`config.mk`:
```
export PLATFORM = sky130hd
export DESIGN_NAME = accu_frame_sched_flat
export DESIGN_NICKNAME = d
export VERILOG_FILES = /design/src/rtl/accu_sched_pkg.sv /design/src/rtl/accu_frame_sched_if.sv /design/src/rtl/accu_datapath.sv /design/src/rtl/accu_frame_sched.sv /design/src/flat_wrapper.sv
export SDC_FILE = /design/constraint.sdc
export NUM_CORES = 1
export LEC_CHECK = 0
export CAP_MARGIN = 25
export CORE_UTILIZATION = 46
export DETAILED_ROUTE_END_ITERATION = 10
export HOLD_SLACK_MARGIN = 0.1
export MAX_ROUTING_LAYER = met4
export PLACE_DENSITY_LB_ADDON = 0.25
export SLEW_MARGIN = 20
export SYNTH_ARGS = -nofsm -noshare
export SYNTH_HDL_FRONTEND = slang
export SYNTH_SLANG_ARGS = --single-unit
```
`constraint.sdc`:
```
create_clock -name clk -period 3.95 [get_ports clk]
set_input_delay 0.79 -clock clk [delete_from_list [all_inputs] [get_ports clk]]
set_output_delay 0.79 -clock clk [all_outputs]
set_load 0.05 [all_outputs]
```
`src/rtl/accu_sched_pkg.sv`:
```
// Shared types and helpers for the round-robin accumulator frame scheduler.
package accu_sched_pkg;

  typedef enum logic [1:0] {IDLE, ACCUM, DONE} sched_state_e;

  function automatic int unsigned id_w(input int unsigned n);
    return (n > 1) ? $clog2(n) : 1;
  endfunction

endpackage

```
`src/rtl/accu_frame_sched_if.sv`:
```
// Requester and frame-sum handshake bundle for accu_frame_sched.
interface accu_frame_sched_if #(
  parameter int unsigned NREQ = 4,
  parameter int unsigned DW   = 16,
  parameter int unsigned AW   = 24
);
  logic [NREQ-1:0]                         req_valid;
  logic [NREQ*DW-1:0]                      req_data;
  logic [NREQ-1:0]                         req_ready;
  logic                                    out_valid;
  logic                                    out_ready;
  logic [AW-1:0]                           out_sum;
  logic [accu_sched_pkg::id_w(NREQ)-1:0]   out_id;
  logic                                    out_ovf;
  logic                                    busy;

  modport master (
    output req_valid, req_data, out_ready,
    input  req_ready, out_valid, out_sum, out_id, out_ovf, busy
  );

  modport slave (
    input  req_valid, req_data, out_ready,
    output req_ready, out_valid, out_sum, out_id, out_ovf, busy
  );
endinterface

```
`src/rtl/accu_datapath.sv`:
```
// Accumulator with sticky carry-out detect. Build with ACCU_SCHED_SAT_EN defined to clamp
// at 2^AW-1 instead of wrapping.
module accu_datapath #(
  parameter int unsigned DW = 16,
  parameter int unsigned AW = 24
) (
  input  logic          clk,
  input  logic          rst,
  input  logic          clr,
  input  logic          en,
  input  logic [DW-1:0] d,
  output logic [AW-1:0] acc,
  output logic          ovf
);
  logic [AW-1:0] acc_q, acc_d;
  logic          ovf_q, ovf_d;
  logic [AW:0]   sum;

  always_comb begin
    sum   = {1'b0, acc_q} + {{(AW + 1 - DW){1'b0}}, d};
    acc_d = acc_q;
    ovf_d = ovf_q;
    if (clr) begin
      acc_d = '0;
      ovf_d = 1'b0;
    end else if (en) begin
      ovf_d = ovf_q | sum[AW];
`ifdef ACCU_SCHED_SAT_EN
      acc_d = sum[AW] ? '1 : sum[AW-1:0];
`else
      acc_d = sum[AW-1:0];
`endif
    end
  end

  always_ff @(posedge clk or posedge rst) begin
    if (rst) begin
      acc_q <= '0;
      ovf_q <= 1'b0;
    end else begin
      acc_q <= acc_d;
      ovf_q <= ovf_d;
    end
  end

  assign acc = acc_q;
  assign ovf = ovf_q;
endmodule

```
`src/rtl/accu_frame_sched.sv`:
```
// Round-robin scheduler sharing one accumulator among NREQ requesters, FRAME_LEN beats per
// grant. Optional ACCU_SCHED_SAT_EN selects a saturating accumulator.
module accu_frame_sched
  import accu_sched_pkg::*;
#(
  parameter int unsigned NREQ      = 4,
  parameter int unsigned DW        = 16,
  parameter int unsigned AW        = 24,
  parameter int unsigned FRAME_LEN = 8
) (
  input logic                clk,
  input logic                rst,
  accu_frame_sched_if.slave  bus
);
  localparam int unsigned IdW  = id_w(NREQ);
  localparam int unsigned CntW = id_w(FRAME_LEN);

  sched_state_e    state_q, state_d;
  logic [IdW-1:0]  grant_q, grant_d, ptr_q, ptr_d, pick, cand;
  logic [CntW-1:0] cnt_q, cnt_d;
  logic            clr, en;
  logic [DW-1:0]   sel_data;
  logic [AW-1:0]   acc;
  logic            ovf;

  // Scan downwards so the requester closest after ptr wins.
  always_comb begin
    pick = ptr_q;
    cand = ptr_q;
    for (int k = int'(NREQ); k >= 1; k--) begin
      cand = IdW'((int'(ptr_q) + k) % int'(NREQ));
      if (bus.req_valid[cand]) pick = cand;
    end
  end

  always_comb begin
    sel_data = '0;
    for (int unsigned i = 0; i < NREQ; i++) begin
      if (grant_q == IdW'(i)) sel_data = bus.req_data[i*DW +: DW];
    end
  end

  always_comb begin
    state_d = state_q;
    grant_d = grant_q;
    ptr_d   = ptr_q;
    cnt_d   = cnt_q;
    clr     = 1'b0;
    en      = 1'b0;
    unique case (state_q)
      IDLE: begin
        if (|bus.req_valid) begin
          grant_d = pick;
          ptr_d   = pick;
          cnt_d   = '0;
          clr     = 1'b1;
          state_d = ACCUM;
        end
      end
      ACCUM: begin
        if (bus.req_valid[grant_q]) begin
          en = 1'b1;
          if (cnt_q == CntW'(FRAME_LEN - 1)) begin
            cnt_d   = '0;
            state_d = DONE;
          end else begin
            cnt_d = cnt_q + 1'b1;
          end
        end
      end
      DONE: begin
        if (bus.out_ready) state_d = IDLE;
      end
      default: state_d = IDLE;
    endcase
  end

  always_ff @(posedge clk or posedge rst) begin
    if (rst) begin
      state_q <= IDLE;
      grant_q <= '0;
      ptr_q   <= IdW'(NREQ - 1);
      cnt_q   <= '0;
    end else begin
      state_q <= state_d;
      grant_q <= grant_d;
      ptr_q   <= ptr_d;
      cnt_q   <= cnt_d;
    end
  end

  accu_datapath #(
    .DW (DW),
    .AW (AW)
  ) u_datapath (
    .clk (clk),
    .rst (rst),
    .clr (clr),
    .en  (en),
    .d   (sel_data),
    .acc (acc),
    .ovf (ovf)
  );

  always_comb begin
    bus.req_ready = (state_q == ACCUM) ? (NREQ'(1) << grant_q) : '0;
    bus.out_valid = (state_q == DONE);
    bus.out_sum   = acc;
    bus.out_id    = grant_q;
    bus.out_ovf   = ovf;
    bus.busy      = (state_q != IDLE);
  end
endmodule

```
`src/flat_wrapper.sv`:
```
// flat-port wrapper written by rule: the top's interface ports become plain ports
module accu_frame_sched_flat import accu_sched_pkg::*;
#(
  parameter int unsigned NREQ      = 4,
  parameter int unsigned DW        = 16,
  parameter int unsigned AW        = 24,
  parameter int unsigned FRAME_LEN = 8
)
  (clk, rst, bus_req_valid, bus_req_data, bus_out_ready, bus_req_ready, bus_out_valid, bus_out_sum, bus_out_id, bus_out_ovf, bus_busy);
  accu_frame_sched_if #(.NREQ(NREQ), .DW(DW), .AW(AW)) bus_i ();
  input logic clk;
  input logic rst;
  input wire logic [$bits(bus_i.req_valid)-1:0] bus_req_valid;
  input wire logic [$bits(bus_i.req_data)-1:0] bus_req_data;
  input wire logic [$bits(bus_i.out_ready)-1:0] bus_out_ready;
  output wire logic [$bits(bus_i.req_ready)-1:0] bus_req_ready;
  output wire logic [$bits(bus_i.out_valid)-1:0] bus_out_valid;
  output wire logic [$bits(bus_i.out_sum)-1:0] bus_out_sum;
  output wire logic [$bits(bus_i.out_id)-1:0] bus_out_id;
  output wire logic [$bits(bus_i.out_ovf)-1:0] bus_out_ovf;
  output wire logic [$bits(bus_i.busy)-1:0] bus_busy;
  assign bus_i.req_valid = bus_req_valid;
  assign bus_i.req_data = bus_req_data;
  assign bus_i.out_ready = bus_out_ready;
  assign bus_req_ready = bus_i.req_ready;
  assign bus_out_valid = bus_i.out_valid;
  assign bus_out_sum = bus_i.out_sum;
  assign bus_out_id = bus_i.out_id;
  assign bus_out_ovf = bus_i.out_ovf;
  assign bus_busy = bus_i.busy;
  accu_frame_sched #(.NREQ(NREQ), .DW(DW), .AW(AW), .FRAME_LEN(FRAME_LEN)) u_core (.clk(clk), .rst(rst), .bus(bus_i));
endmodule
```
==> key figures, run 1 <==
Setup path
  – Critical Path Sink: u_core.u_datapath.acc[19]
  – CP required: around 4.2 ns
  – CP Class: flip-flop to flip-flop
  – Flop-to-flop setup slack: 0.59 ns
  – Worst stage delay on the critical path: roughly 0.80 ns
  – Worst R2R Path Depth: 9
  – Crit start category: flip-flop
  – Worst Setup SP: u_core.bus.out_id[0]
  – Slowest cell on crit path: dfrtp_1
  – Worst path arrival time: approximately 3.6 ns
  – Cell family with most CP delay: compound AO/OA/AOI/OAI gates
  – Worst path depth: 9
  – Reg2reg start: u_core.bus.out_id[0]
  – Cell Chain, Critical Path: buf_4, mux4_2, ha_1, a21oi_1, o21ai_0, a311oi_1, a21oi_2, nand4_1, mux2i_1
  – Reg-to-Reg End: u_core.u_datapath.acc[19]
  – Critical path peak fanout: 12
  – CP Capture Type: flip-flop
  – Critical path buffers and inverters: 1

Power
  – Power share of the clock group: 0.078
  – Reg power frac: 0.177
  – Pwr dens: 984.5 nW/um^2
  – Power, Total: 4.008 mW
  – Peak supply drop: 0.6366 mV
  – P_int: 1.886 mW
  – Logic pwr share: 0.745
  – Sw power: 2.122 mW
  – Switching share of power: 0.5294
  – Leak: 1.766 nW

Die
  – Die width: 80.98 um
  – Num ports: 104
  – Core area: 5956 sq um
  – DIE AREA: 6557 sq um
  – Initial core utilization: 0.4817
  – Die height: 80.98 um
  – Row count: 28

Finish
  – Synth-to-layout area growth: 41.91%
  – Area of the multi-input gates: 1893 sq um
  – Layout fillers: between 500 and 600
  – Most common cell after layout, fill and taps aside: clkdlybuf4s50_1
  – Share of cells above drive strength 1: 0.1027
  – Post-layout util: 0.6836
  – ANT cells: 0
  – Flip-flop and latch area: 853.3 sq um
  – Nets: 500
  – Fin area: 4071 sq um
  – Most frequent cells in the layout: clkdlybuf4s50_1 (103), nand2_1 (39), dfrtp_1 (32), o21ai_0 (29), a21oi_1 (23)
  – Fin cells: roughly 480

Logic synthesis
  – Library cells used by synthesis: 50
  – Synth Flop Type: dfrtp_1
  – Syn avg cell area: 9.285 sq um
  – Fraction of registers with async set/reset: 1.000
  – FF+latch count, synth: 34
  – Mapped Nets: 401
  – Post-synthesis sequential area ratio: 0.2974
  – Yosys Warn Count: 0
  – Cell count after synthesis: 309
  – EDFF count, synth: 0
  – Post-synthesis instance area: approximately 2900 sq um

Placed design
  – Placed Cells: 476
  – IO buf count: 103
  – Placement Cell Area: 3961 sq um
  – Placer Congestion: 0.8561
  – Dpl ws: between 0.3 and 0.4 ns
  – DP HPWL: 5852 um

GRT
  – GR Overflow Total: 0
  – Largest net degree at the start of global routing: 30
  – First-pass GRT wire length: 12600 um
  – Initial antenna violation count: 0
  – Total GRT Usage: 0.2600
  – Vias in the first global route: about 2.7k

Timing
  – Hold slack: a little over 0.5 ns
  – Fmax: 297.7 MHz
  – Setup tns final: 0 ns
  – Relative slew slack: 0.5314
  – Final worst slack: 0.5904 ns
  – Minimum clock period: 3.360 ns
  – Worst-Margin Slew: between 0.7 and 0.8 ns
  – Clock Skew: 0.006467 ns
  – Final slew viol count: 0
  – Final hold violations: 0
  – Setup repair after global routing missed its margin: false
  – Period utilisation layout: 0.8505
  – Final setup violation count: 0

Run
  – # Max-Cap Violations: 0

Clock network
  – Clk_lat worst skew: 0.29 ns
  – H-tree Lvls: 2
  – Clock root buffer: clkbuf_8
  – Clock transition at the registers of the reported paths: 0.07 ns
  – # clock sinks: 34
  – Setup Fix Bufs, Post-CTS: 0
  – Post-CTS Resized: 0
  – CTS Buffer Depth: 2
  – CTS Hold Bufs: 0
  – CTS tree: done
  – CTS Buf Count: 5

Worst hold path
  – Hold Crit Class: flip-flop to flip-flop

Run status
  – Status: complete, no violations

Routing
  – Vias/cell: 5.917
  – Drt total wl: just under 8000 um
  – DRC: 0
  – Total number of vias: 2864
  – Wirelength per Cell: ~16 um
  – ANT nets after route: 0
  – Router iterations before antenna repair: 4
  – Initial drt markers: around 140
[logic make-up (layout without fill, tap and decap cells)]
logic type	count (synthesis)	after routing	share of synthesized area
AO/OA/AOI/OAI	85	85	0.1854
buffers and inverters	28	128	0.04274
XOR/XNOR	13	13	0.03969
AND/OR/NAND/NOR	102	102	0.1758
flip-flops	34	34	0.2974
adder cells (fa/ha/maj)	21	21	0.09420
multiplexers	26	26	0.1649
[how the worst min path moves through the flow]
stage / endpoint / slack, ns / startpoint / cells past startpoint
finish: u_core.u_datapath.ovf / 0.51 / u_core.u_datapath.ovf / 1
floorplan: u_core.cnt_q[2] / 0.47 / u_core.cnt_q[2] / 1
global route: u_core.u_datapath.ovf / 0.54 / u_core.u_datapath.ovf / 1
global placement: u_core.u_datapath.ovf / 0.48 / u_core.u_datapath.ovf / 1
CTS: u_core.u_datapath.ovf / 0.51 / u_core.u_datapath.ovf / 1
detailed placement: u_core.u_datapath.ovf / 0.49 / u_core.u_datapath.ovf / 1
[layout make-up]
type / instances / area share
multi-input combinational: 247 / 0.4650
timing repair buffer: 110 / 0.2661
sequential: 34 / 0.2096
clock buffer: 8 / 0.02704
tap: 75 / 0.02305
inverter: 10 / 0.009219
[synthesized netlist by cell type (all sizes together) (2+ instances only)]
cell    count  area (sq um)
nand2      39         146.4
dfrtp      32         800.8
o21ai      32         163.9
a21oi      25         132.6
nand3      21         105.1
ha         20         250.2
mux4       17         382.9
buf        12         62.56
inv        10         37.54
mux2i       9         90.09
nor2        9         33.78
nand2b      7         43.79
xnor2       7         61.31
clkbuf      6         22.52
nor3        6         30.03
xor2        6         52.55
and3        5         31.28
nand4       5         31.28
a21o        4         30.03
o211ai      4         30.03
a31oi       3         25.02
nor4        3         33.78
a211oi      2         15.01
a311oi      2         17.52
dfstp       2         52.55
nor2b       2         12.51
o21a        2         15.01
o221ai      2         17.52
or2         2         12.52
[state kept, by name, indices dropped and copies added (netlist names)]
signal,count
u_core.ptr_q,2
u_core.cnt_q,3
u_core.u_datapath.ovf,1
u_core.state_q,2
u_core.u_datapath.acc,24
u_core.bus.out_id,2
[per-layer routing]
layer | global-route usage | vias up | routed length [um]
met5 | - | - | 0
met4 | 0.1089 | 0 | 193
met3 | 0.03820 | 20 | 464
met2 | 0.4193 | 129 | 3813
met1 | 0.3257 | 1361 | 3289
li1 | - | 1354 | -
[power by group through the flow]
stage | Sequential [mW] | Combinational [mW] | Clock, mW
after global routing | 0.739 | 3.26 | 0.331
final | 0.710 | 2.99 | 0.311
after global placement | 0.709 | 2.88 | 0
after floorplan | 1.00 | 1.90 | 0
after detailed placement | 0.720 | 2.95 | 0
after CTS | 0.715 | 2.98 | 0.313
(Power assumes the default switching activity.)
==> run 2, diff against run 1 <==
--- a/config.mk
+++ b/config.mk
@@ -8,6 +8,7 @@
 export CAP_MARGIN = 25
 export CORE_UTILIZATION = 46
 export DETAILED_ROUTE_END_ITERATION = 10
+export GPL_TIMING_DRIVEN = 0
 export HOLD_SLACK_MARGIN = 0.1
 export MAX_ROUTING_LAYER = met4
 export PLACE_DENSITY_LB_ADDON = 0.25
@@ -15,3 +16,4 @@
 export SYNTH_ARGS = -nofsm -noshare
 export SYNTH_HDL_FRONTEND = slang
 export SYNTH_SLANG_ARGS = --single-unit
+export TNS_END_PERCENT = 50
==> run 2 against run 1 <==
  * Total power up 0.92%
  * Clock power up 3%
  * Highest routed layer unchanged
  * Register-to-register slack worse by 0.03 ns
  * Global-route usage up 0.12 points
  * Largest cell class unchanged
  * Non-clock buffer count up 11
==> key figures, run 2 (synthesis results as in run 1) <==
Setup path
  – Worst R2R Path Depth: 11
  – Flop-to-flop setup slack: 0.56 ns
  – Worst path arrival time: roughly 3.6 ns
  – Reg2reg start: u_core.bus.out_id[0]
  – CP required: slightly above 4 ns
  – Reg-to-Reg End: u_core.u_datapath.acc[18]
  – CP Capture Type: flip-flop
  – Worst stage delay on the critical path: 0.50 ns
  – Crit start category: flip-flop
  – Slowest cell on crit path: buf_1
  – Critical path peak fanout: 10
  – CP Class: flip-flop to flip-flop
  – Worst Setup SP: u_core.bus.out_id[0]
  – Cell Chain, Critical Path: buf_1, mux4_2, ha_1, inv_1, fa_1, nand2b_1, a21oi_2, a31oi_2, nor4_4, o2111ai_1, mux2i_1

Finish
  – Synth-to-layout area growth: 42.91%
  – Number of flip-flops in the largest register: 24
  – Most common cell after layout, fill and taps aside: clkdlybuf4s50_1
  – Share of cells above drive strength 1: 0.1024
  – Fin cells: 495
  – ANT cells: 0
  – Most frequent cells in the layout: clkdlybuf4s50_1 (103), nand2_1 (39), dfrtp_1 (32), o21ai_0 (29), a21oi_1 (23)
  – Fin area: 4100 sq um
  – Post-layout util: 0.6884
  – Nets: 511
  – Layout fillers: 493

Clock network
  – Setup Fix Bufs, Post-CTS: 0
  – Clock root buffer: clkbuf_8
  – Post-CTS Resized: 0
  – # clock sinks: 34
  – CTS tree: done
  – Clock transition at the registers of the reported paths: approximately 0.07 ns
  – CTS Hold Bufs: 0
  – CTS Buf Count: 5
  – CTS Buffer Depth: 2
  – Clk_lat worst skew: 0.29 ns
  – H-tree Lvls: 2

Die
  – Core area: 5956 sq um
  – Row count: 28
  – Die width: 80.98 um
  – Die height: approximately 81 um
  – DIE AREA: 6557 sq um
  – Num ports: 104
  – Initial core utilization: 0.4817

Timing
  – Period utilisation layout: 0.8584
  – Worst-Margin Slew: 0.7962 ns
  – Minimum clock period: 3.391 ns
  – Setup tns final: 0 ns
  – Hold slack: 0.5125 ns
  – Fmax: around 290 MHz
  – Setup repair after global routing missed its margin: false
  – Final slew viol count: 0
  – Relative slew slack: 0.4643
  – Final hold violations: 0
  – Final setup violation count: 0
  – Final worst slack: 0.5593 ns
  – Clock Skew: roughly 0.0051 ns

GRT
  – First-pass GRT wire length: 12750 um
  – GR Overflow Total: 0
  – Initial antenna violation count: 0
  – Total GRT Usage: 0.2612
  – Vias in the first global route: roughly 2.8k
  – Largest net degree at the start of global routing: 35

Run
  – # Max-Cap Violations: 0

Routing
  – Total number of vias: 2811
  – Drt total wl: about 7900 um
  – Router iterations before antenna repair: 4
  – Initial drt markers: 145
  – ANT nets after route: 0
  – DRC: 0
  – Vias/cell: roughly 5.7
  – Wirelength per Cell: approximately 16 um

Placed design
  – Dpl ws: 0.3215 ns
  – Placer Congestion: 0.8558
  – IO buf count: 103
  – Placement Cell Area: 3994 sq um
  – Placed Cells: 487
  – DP HPWL: 6135 um

Worst hold path
  – Hold Path Origin: u_core.cnt_q[2]
  – Hold depth: 1
  – Hold Path End: u_core.cnt_q[2]
  – Hold Crit Class: flip-flop to flip-flop

Power
  – Pwr dens: 986.6 nW/um^2
  – Peak supply drop: 0.5377 mV
  – Leak: 1.774 nW
  – Power, Total: 4.045 mW

Run status
  – Status: complete, no violations
-- run 2: how the worst max path moves through the flow --
stage | to | cells past startpoint
floorplan | u_core.u_datapath.acc[18] | 11
global placement | u_core.u_datapath.acc[18] | 11
detailed placement | u_core.u_datapath.acc[18] | 11
CTS | u_core.u_datapath.acc[18] | 11
global route | u_core.u_datapath.acc[18] | 11
finish | u_core.u_datapath.acc[18] | 11
-- run 2: routing by layer --
metal / up-vias / wire length, um / global-route usage
li1: 1369 / - / -
met3: 10 / 391 / 0.03708
met4: 0 / 101 / 0.06429
met5: - / 0 / -
met1: 1338 / 3299 / 0.3236
met2: 94 / 4066 / 0.4479
-- run 2: cell type report --
class,instances,area [sq um],share of cell area
Buffer,18,85.08,0.02075
Clock buffer,7,76.32,0.01861
Clock inverter,1,30.03,0.007324
Inverter,10,37.54,0.009155
Multi-Input combinational cell,247,1893,0.4617
Sequential cell,34,853.3,0.2081
Tap cell,75,93.84,0.02289
Timing Repair Buffer,103,1031,0.2514
-- run 2: worst max-delay path: cells and delay by family (launching register included) --
kind / cells / cell delay, ns
DFF: 1 / 0.46
AOI/OAI and AO/OA: 3 / 0.63
buffers and inverters: 2 / 0.56
and+or+nand+nor: 2 / 0.56
adders and majority gates: 2 / 0.57
muxes: 2 / 0.49
-- run 2: power by group --
part | internal (mW) | switching, mW
registers | 0.513 | 0.152
clock network | 0.189 | 0.132
logic | 1.20 | 1.86
total | 1.90 | 2.14
==> run 3, diff against run 2 <==
--- a/config.mk
+++ b/config.mk
@@ -6,7 +6,7 @@
 export NUM_CORES = 1
 export LEC_CHECK = 0
 export CAP_MARGIN = 25
-export CORE_UTILIZATION = 46
+export CORE_UTILIZATION = 49
 export DETAILED_ROUTE_END_ITERATION = 10
 export GPL_TIMING_DRIVEN = 0
 export HOLD_SLACK_MARGIN = 0.1
==> constraint.sdc (replaced) <==
create_clock -name clk -period 4.3 [get_ports clk]
set_input_delay 0.86 -clock clk [delete_from_list [all_inputs] [get_ports clk]]
set_output_delay 0.86 -clock clk [all_outputs]
set_load 0.05 [all_outputs]
==> run 3 against run 2 <==
  * Critical path depth is the same
  * Final cell count shrank 0.61%
  * Combinational power shrank 7.5%
  * Via count grew 4.4%
  * Die area shrank 6.0%
  * Sequential power shrank 8.0%
  * Hold slack lost 0.0014 ns
  * Worst setup slack gained 0.29 ns
  * Clock-buffer cell count shrank 1
  * Total power shrank 8.6%
  * Utilization grew 4.4 points
==> key figures, run 3 (synthesis results as in run 1) <==
Run status
  – Status: complete, no violations

Die
  – Core area: 5574 sq um
  – Initial core utilization: 0.5147
  – Die height: 78.52 um
  – Row count: 27
  – Die width: 78.52 um
  – Num ports: 104
  – DIE AREA: 6165 sq um

Clock network
  – CTS Hold Bufs: 0
  – H-tree Lvls: 2
  – Post-CTS Resized: 0
  – Clk_lat worst skew: 0.29 ns
  – CTS tree: done
  – Setup Fix Bufs, Post-CTS: 0
  – CTS Buffer Depth: 2
  – Clock transition at the registers of the reported paths: 0.07 ns
  – # clock sinks: 34
  – CTS Buf Count: 5
  – Clock root buffer: clkbuf_8

Setup path
  – Reg-to-Reg End: u_core.u_datapath.acc[18]
  – Reg2reg start: u_core.bus.out_id[0]
  – Critical Path Sink: u_core.u_datapath.acc[18]
  – CP required: 4.47 ns
  – Worst path arrival time: between 3 and 4 ns
  – CP Class: flip-flop to flip-flop
  – Critical path peak fanout: 10
  – Worst Setup SP: u_core.bus.out_id[0]
  – Slowest cell on crit path: buf_1
  – Worst stage delay on the critical path: 0.51 ns
  – Cell Chain, Critical Path: buf_1, mux4_2, ha_1, inv_1, fa_1, nand2b_1, a21oi_2, a31oi_2, nor4_4, o2111ai_1, mux2i_1
  – Cell family with most CP delay: compound AO/OA/AOI/OAI gates
  – Flop-to-flop setup slack: approximately 0.85 ns
  – CP Capture Type: flip-flop
  – Worst path depth: 11
  – Worst R2R Path Depth: 11
  – Crit start category: flip-flop
  – Critical path buffers and inverters: 2

Finish
  – Area of the multi-input gates: 1893 sq um
  – Layout fillers: roughly 440
  – Most frequent cells in the layout: clkdlybuf4s50_1 (103), nand2_1 (39), dfrtp_1 (32), o21ai_0 (29), a21oi_1 (23)
  – Share of cells above drive strength 1: 0.1071
  – Number of flip-flops in the largest register: 24
  – Fin cells: 492
  – Flip-flop and latch area: 853.3 sq um
  – Most common cell after layout, fill and taps aside: clkdlybuf4s50_1
  – Synth-to-layout area growth: 42.39%
  – Fin area: 4085 sq um
  – Nets: between 500 and 600
  – ANT cells: 0

Run
  – # Max-Cap Violations: 0

Timing
  – Hold slack: between 0.5 and 0.6 ns
  – Clock Skew: 0.002935 ns
  – Setup repair after global routing missed its margin: false
  – Final setup violation count: 0
  – Final worst slack: ~0.85 ns
  – Setup tns final: 0 ns
  – Fmax: approximately 290 MHz
  – Minimum clock period: 3.450 ns
  – Relative slew slack: 0.4802
  – Final slew viol count: 0
  – Worst-Margin Slew: about 0.77 ns
  – Period utilisation layout: 0.8023
  – Final hold violations: 0

Worst hold path
  – Hold Path Origin: u_core.cnt_q[2]
  – Hold Crit Class: flip-flop to flip-flop

Power
  – Peak supply drop: 0.5464 mV
  – Switching share of power: 0.5387
  – Leak: 1.769 nW
  – P_int: roughly 1.7 mW
  – Power share of the clock group: 0.069
  – Sw power: 1.991 mW
  – Logic pwr share: 0.766
  – Reg power frac: 0.165
  – Pwr dens: approximately 900 nW/um^2

Placed design
  – Placement Cell Area: 3990 sq um
  – Placed Cells: 484
  – Placer Congestion: between 0.9 and 1
  – IO buf count: 103
  – DP HPWL: 6224 um
  – Dpl ws: 0.6400 ns

Routing
  – Vias/cell: between 5 and 6
  – ANT nets after route: 0
  – Router iterations before antenna repair: 4
  – Drt total wl: 8092 um
  – DRC: 0
  – Total number of vias: 2936
  – Initial drt markers: 229
  – Wirelength per Cell: between 15 and 20 um

GRT
  – First-pass GRT wire length: between 10000 and 15000 um
  – Largest net degree at the start of global routing: 35
  – Vias in the first global route: 2908
  – Total GRT Usage: 0.2836
  – GR Overflow Total: 0
  – Initial antenna violation count: 0
[run 3: cell types whose count changed in the layout (fill, tap and decap cells not counted), sizes merged]
cell / change
clkbuf: -1
clkinv: +1
bufinv: -1
clkinvlp: +1
[run 3: area by class of cell]
type / count / share of cell area
flip-flops and latches: 34 / 0.2089
repair buffers: 103 / 0.2524
inverters: 10 / 0.009188
multi-input cells: 247 / 0.4634
plain buffers: 18 / 0.02083
well taps: 72 / 0.02205
clock inverters: 2 / 0.003063
clock buffers: 6 / 0.02021
[run 3: how the worst min path moves through the flow]
stage               slack (ns)                     to  cells past startpoint
floorplan                 0.47        u_core.cnt_q[2]                      1
global placement          0.48        u_core.cnt_q[2]                      1
detailed placement        0.50        u_core.cnt_q[2]                      1
CTS                       0.52        u_core.cnt_q[2]                      1
global route              0.54  u_core.u_datapath.ovf                      1
finish                    0.51        u_core.cnt_q[2]                      1
[run 3: worst reg2reg max path: cells and delay by family (launching register included)]
family	cells	cell delay [ns]
multiplexers	2	0.49
AO/OA/AOI/OAI	3	0.66
AND/OR/NAND/NOR	2	0.55
flip-flops	1	0.46
buffers and inverters	2	0.58
adder cells (fa/ha/maj)	2	0.59
[run 3: per-stage QoR]
stage / util / power [mW]
after CTS: 0.7329 / 3.682
final: 0.7329 / 3.696
after global placement: 0.7158 / 3.317
after global routing: 0.7329 / 4.010
after floorplan: - / 2.672
after detailed placement: 0.7158 / 3.411
[run 3: layer usage]
layer,global-route usage,vias to the layer above,wire length [um]
met5,-,-,0
met4,0.1148,0,178
met3,0.05000,19,457
met2,0.4548,117,4094
met1,0.3541,1427,3361
li1,-,1373,-
[run 3: power by group through the flow]
stage	Clock, mW	Combinational (mW)	Sequential (mW)
2_1_floorplan	0	1.75	0.922
3_3_place_gp	0	2.71	0.605
3_5_place_dp	0	2.80	0.614
4_1_cts	0.258	2.82	0.609
5_1_grt	0.274	3.11	0.629
6_report	0.254	2.83	0.611
